[config.mk]
export PLATFORM = sky130hd
export DESIGN_NAME = pipe_hazard_ctrl
export DESIGN_NICKNAME = d
export VERILOG_FILES = /design/src/rtl/hazard_pkg.sv /design/src/rtl/pipe_hazard_ctrl_fwd_unit.sv /design/src/rtl/pipe_hazard_ctrl.sv
export SDC_FILE = /design/constraint.sdc
export NUM_CORES = 1
export LEC_CHECK = 0
export ABC_AREA = 0
export CORE_UTILIZATION = 45
export CTS_CLUSTER_DIAMETER = 150
export DETAILED_ROUTE_END_ITERATION = 6
export GPL_ROUTABILITY_DRIVEN = 0
export PLACE_DENSITY = 0.9
export SLEW_MARGIN = 20
export SYNTH_ARGS = -nofsm -noshare
export SYNTH_HDL_FRONTEND = slang
export SYNTH_SLANG_ARGS = --single-unit
[constraint.sdc]
create_clock -name clk -period 2.4 [get_ports clk]
set_clock_uncertainty 0.2 [all_clocks]
set_input_delay 0.24 -clock clk [delete_from_list [all_inputs] [get_ports clk]]
set_output_delay 0.24 -clock clk [all_outputs]
set_load 0.005 [all_outputs]
[src/rtl/hazard_pkg.sv]
// Shared encodings for the pipeline hazard controller: FSM state, forwarding
// select codes and the hardwired-zero register number.
package hazard_pkg;

  typedef enum logic {RUN = 1'b0, MULTI = 1'b1} state_t;

  localparam logic [1:0] FWD_RF   = 2'b00;
  localparam logic [1:0] FWD_WB   = 2'b01;
  localparam logic [1:0] FWD_MEM  = 2'b10;
  localparam logic [4:0] REG_ZERO = 5'd0;

  // EX/MEM result is younger than MEM/WB, so it wins when both match.
  function automatic logic [1:0] fwd_pick(input logic [4:0] src,
                                          input logic       mem_rw,
                                          input logic [4:0] mem_wn,
                                          input logic       wb_rw,
                                          input logic [4:0] wb_wn);
    if (mem_rw && mem_wn != REG_ZERO && mem_wn == src) return FWD_MEM;
    if (wb_rw  && wb_wn  != REG_ZERO && wb_wn  == src) return FWD_WB;
    return FWD_RF;
  endfunction

endpackage

[src/rtl/pipe_hazard_ctrl_fwd_unit.sv]
// EX-stage operand forwarding compare; one lane per ALU source operand.
module fwd_unit
  import hazard_pkg::*;
#(
  parameter int NUM_LANES = 2
) (
  input  logic [NUM_LANES-1:0][4:0] src,
  input  logic                      mem_regwrite,
  input  logic [4:0]                mem_wn,
  input  logic                      wb_regwrite,
  input  logic [4:0]                wb_wn,
  output logic [NUM_LANES-1:0][1:0] sel
);

  always_comb begin
    for (int i = 0; i < NUM_LANES; i++)
      sel[i] = fwd_pick(src[i], mem_regwrite, mem_wn, wb_regwrite, wb_wn);
  end

endmodule

[src/rtl/pipe_hazard_ctrl.sv]
// Hazard/sequencing controller for the 5-stage pipeline: load-use bubbles,
// multi-cycle ALU stalls, MEM-resolved redirect flushes, forwarding, counters.
module pipe_hazard_ctrl
  import hazard_pkg::*;
#(
  parameter int MULT_CYCLES = 32,
  parameter int CNT_W       = 16
) (
  input  logic             clk,
  input  logic             rst,
  input  logic [4:0]       id_rs,
  input  logic [4:0]       id_rt,
  input  logic             id_uses_rt,
  input  logic [4:0]       ex_rs,
  input  logic [4:0]       ex_rt,
  input  logic             ex_mem_read,
  input  logic [4:0]       ex_wn,
  input  logic             ex_multi,
  input  logic             mem_regwrite,
  input  logic [4:0]       mem_wn,
  input  logic             wb_regwrite,
  input  logic [4:0]       wb_wn,
  input  logic             mem_redirect,
  output logic             pc_en,
  output logic             ifid_en,
  output logic             ifid_flush,
  output logic             idex_bubble,
  output logic             idex_en,
  output logic             exmem_bubble,
  output logic             alu_start,
  output logic             alu_busy,
  output logic [1:0]       fwd_a,
  output logic [1:0]       fwd_b,
  output logic [CNT_W-1:0] stall_cycles,
  output logic [CNT_W-1:0] flush_count
);

  localparam int            CW       = $clog2(MULT_CYCLES) + 1;
  localparam logic [CW-1:0] CNT_LOAD = CW'(MULT_CYCLES - 1);

  state_t        state;
  logic [CW-1:0] cnt;
  logic          lu;
  logic [1:0][1:0] fsel;

  assign lu = ex_mem_read && ex_wn != REG_ZERO &&
              (ex_wn == id_rs || (id_uses_rt && ex_wn == id_rt));

  fwd_unit #(.NUM_LANES(2)) u_fwd (
    .src          ({ex_rs, ex_rt}),
    .mem_regwrite (mem_regwrite),
    .mem_wn       (mem_wn),
    .wb_regwrite  (wb_regwrite),
    .wb_wn        (wb_wn),
    .sel          (fsel)
  );
  assign fwd_a = fsel[1];
  assign fwd_b = fsel[0];

  // Redirect outranks everything, including an in-flight multi op (abort).
  always_comb begin
    pc_en        = 1'b1;
    ifid_en      = 1'b1;
    idex_en      = 1'b1;
    ifid_flush   = 1'b0;
    idex_bubble  = 1'b0;
    exmem_bubble = 1'b0;
    alu_start    = 1'b0;
    alu_busy     = (state == MULTI);
    if (mem_redirect) begin
      ifid_flush   = 1'b1;
      idex_bubble  = 1'b1;
      exmem_bubble = 1'b1;
    end else if (state == MULTI) begin
      if (cnt != '0) begin
        pc_en        = 1'b0;
        ifid_en      = 1'b0;
        idex_en      = 1'b0;
        exmem_bubble = 1'b1;
      end
    end else if (ex_multi) begin
      alu_start    = 1'b1;
      pc_en        = 1'b0;
      ifid_en      = 1'b0;
      idex_en      = 1'b0;
      exmem_bubble = 1'b1;
    end else if (lu) begin
      pc_en       = 1'b0;
      ifid_en     = 1'b0;
      idex_bubble = 1'b1;
    end
  end

  always_ff @(posedge clk or negedge rst) begin
    if (!rst) begin
      state        <= RUN;
      cnt          <= '0;
      stall_cycles <= '0;
      flush_count  <= '0;
    end else begin
      case (state)
        RUN: if (!mem_redirect && ex_multi) begin
          state <= MULTI;
          cnt   <= CNT_LOAD;
        end
        MULTI: if (mem_redirect || cnt == '0) begin
          state <= RUN;
          cnt   <= '0;
        end else begin
          cnt <= cnt - 1'b1;
        end
        default: state <= RUN;
      endcase
      if (!pc_en && stall_cycles != '1) stall_cycles <= stall_cycles + 1'b1;
      if (mem_redirect && flush_count != '1) flush_count <= flush_count + 1'b1;
    end
  end

endmodule

==> results.cfg <==
[outcome]
status = completed

[synthesis]
ys_dominant_reg_cell = dfrtp_1
syn_area_um2 = 2450
syn_avg_cell_area_um2 = 9.76
syn_nets = 298
seq_area_frac_synth = 0.399
yosys_warnings = 0
synth_edf_count = 0
synth-seq-cells = 39
synthCells = 251
ys_types = 47
async_reset_ff_frac = 1.00

[worst_setup_path]
cp-start-kind = input port
slowest_delay_ns = 0.54
timing.rr.end = stall_cycles[1]
worstSetupEndpoint = fwd_b[0]
critical_path.top_delay_family = buffers and inverters
end_kind = output pin
critPathBufInv = 3
path_max_fanout = 2
path_class = in -> out
crit_arrival_ns = 1.94
worstPathCellList = clkdlybuf4s50_1, or4_4, o21ai_4, buf_4, nor4_2, nor4_1, buf_2
r2r-start = stall_cycles[0]
crit_path_top_delay_cell = or4_4
r2r_cells = 5
crit_cells = 7
r2r_setup_slack_ns = 0.37
required_ns = 1.96
crit_start = mem_wn[2]

[clock_tree]
cts_buffers = 5
tritoncts = done
clkTransAtPathRegs_ns = 0.08
clock_latency_ns = 0.29
clockRootBuffer = clkbuf_8
clockBufferDepth = 2
htree_levels = 2
clock_sinks = 39

[floorplanning]
core_area_um2 = 5170
fp.dieH_um = 75.8
initial_core_util = 0.473
num_io_pins = 87
die-area_um2 = 5740
rows = 26
die_width_um = 75.8

[detailed_routing]
firstDrtPassIters = 4
drt_iter0_drc = 98
avgViaCountPerCell = 5.24
drcViolationCount = 0
vias = 2333
wl_per_cell_um = 14.1
drtAntennaViolNets = 0
drt_wl_total_mm = 6.26

[power_and_ir_drop]
power.internal_mw = 1.56
leakagePower_nw = 1.66
vdd_drop_max_mv = 0.436
p_sw_frac = 0.312
p_switching_mw = 0.708
p_total_mw = 2.27
comb_power_share = 0.341
power_frac_seq = 0.414
clockPowerShare = 0.245
power-per-cell-area_nw_per_um2 = 595

[layout]
antenna-diode-count = 0
regArea_um2 = 976
post-route-util = 0.738
nNetsFinal = 421
layoutNonFillerInstCount = 445
synthToLayoutAreaGrowth_pct = 55.9
multiInputGateArea_um2 = 1500
drive_above_1_share = 0.200
fill_cells = 376

[global_routing]
antenna_found_initial = 0
grt_first_pass_wirelength_mm = 9.95
grt-ovfl-total = 0
grt_max_degree = 40
grt_pass1_vias = 2184
grt_usage = 0.226

[sta]
maxSlewViolCount = 0
timing.fmax_mhz = 421
min_period_over_period = 0.991
worst_slack_ns = 0.0225
hold_viol_final = 0
slew-limit-headroom = 0.439
worst_pin_slew_ns = 0.842
rsz0062_at_grt = true
period_needed_ns = 2.38
setup_viol = 0
timing.hold.ws_ns = 0.297

[min_path]
hp-class = reg -> reg
holdPathStages = 1

[placement]
place_inst = 430
place_ws_ns = -0.403
portBuffers = 86
dp_hpwl_mm = 4.79

[run]
cap_viol_max_count = 0
==> cells in the mapped netlist (3+ instances only) <==
| cell | number | share of area |
|---|---|---|
| buf_6 | 3 | 0.014 |
| dfrtp_1 | 39 | 0.40 |
| o22ai_1 | 3 | 0.0077 |
| nor3_1 | 3 | 0.0061 |
| nor2_1 | 22 | 0.034 |
| nand2_1 | 16 | 0.025 |
| nor2b_1 | 3 | 0.0077 |
| a21oi_1 | 5 | 0.010 |
| and3_1 | 7 | 0.018 |
| o21ai_0 | 6 | 0.012 |
| xnor2_1 | 35 | 0.13 |
| nand4_1 | 10 | 0.026 |
| or4_1 | 4 | 0.012 |
| nand3_1 | 19 | 0.039 |
| xor2_1 | 23 | 0.082 |
| inv_1 | 6 | 0.0092 |
| nor4_1 | 5 | 0.013 |
| ha_1 | 4 | 0.020 |
==> what timing repair did <==
action | 4_1_cts | 5_1_grt
hold endpoints to repair | 39 | 0
setup buffers | 3 | 3
resized for setup | 19 | 21
hold buffers | 1 | 0
pin swaps | 7 | 8
endpoints found under the setup margin | 9 | 6
==> registers in the layout, summed over array words and instances (netlist names) <==
register,count
alu_busy,1
cnt,6
flush_count,16
stall_cycles,16
==> per-layer routing <==
metal / share of wire / GRT usage / vias up
met5: 0 / 0 / -
met4: 0.0022 / 0.0391 / 0
met3: 0.043 / 0.0397 / 2
met2: 0.51 / 0.409 / 65
met1: 0.44 / 0.285 / 1132
li1: - / - / 1134
==> how the worst min path moves through the flow <==
| stage | endpoint | slack, ns | start |
|---|---|---|---|
| floorplan | alu_busy | -0.26 | rst |
| global placement | alu_busy | 0.20 | rst |
| detailed placement | cnt[2] | 0.19 | rst |
| CTS | stall_cycles[7] | 0.30 | stall_cycles[7] |
| global route | flush_count[15] | 0.32 | flush_count[15] |
| finish | flush_count[15] | 0.30 | flush_count[15] |
==> kinds of logic (layout without fill, tap and decap cells) <==
logic type	after synthesis	after routing	synth area share
AND/OR/NAND/NOR	107	107	0.243
XOR/XNOR	58	58	0.207
flip-flops	39	39	0.399
AO/OA/AOI/OAI	28	28	0.0848
buffers and inverters	12	136	0.0307
adder cells (fa/ha/maj)	4	4	0.0204
multiplexers	3	3	0.0153
==> per-stage QoR <==
step / setup TNS, ns / cell area, um^2
after global routing: -0.0582 / 3820
after floorplan: 0 / 2450
final: 0 / 3820
after CTS: -0.0644 / 3730
after global placement: -1.16 / 3560
after detailed placement: -1.50 / 3560
==> layout by cell type, fill, tap and decap left out, types with 3 or more instances in the layout <==
cell,instances
a21oi_1,5
and3_1,7
buf_2,3
buf_4,34
clkbuf_8,5
clkdlybuf4s50_1,73
dfrtp_1,39
dlygate4sd2_1,3
dlymetal6s2s_1,5
ha_1,4
inv_1,6
nand2_1,15
nand3_1,18
nand4_1,10
nor2_1,22
nor2b_1,3
nor3_1,3
nor4_1,3
o21ai_0,4
o21ai_4,3
o22ai_1,3
or4_1,3
xnor2_1,31
xnor2_2,3
xor2_1,23
==> worst register-to-register path, delay by kind of cell, from the launching register on <==
kind                       cells  cell delay, ns
DFF                            1            0.44
and+or+nand+nor                2            0.35
adders and majority gates      1            0.27
AOI/OAI and AO/OA              1            0.35
muxes                          1            0.31
==> power groups by stage <==
stage | Sequential, mW | Clock (mW) | Combinational [mW]
2_1_floorplan | 0.931 | 0 | 0.327
3_3_place_gp | 0.946 | 0 | 0.719
3_5_place_dp | 0.953 | 0 | 0.747
4_1_cts | 0.943 | 0.574 | 0.761
5_1_grt | 0.962 | 0.599 | 0.850
6_report | 0.940 | 0.557 | 0.774
==> final cells by class <==
type                       count  area share
clock buffer                   5      0.0180
clock inverter                 3      0.0115
inverter                       6     0.00590
multi-input combinational    200       0.392
sequential                    39       0.256
tap                           70      0.0229
timing repair buffer         122       0.294
(Power assumes the default switching activity.)
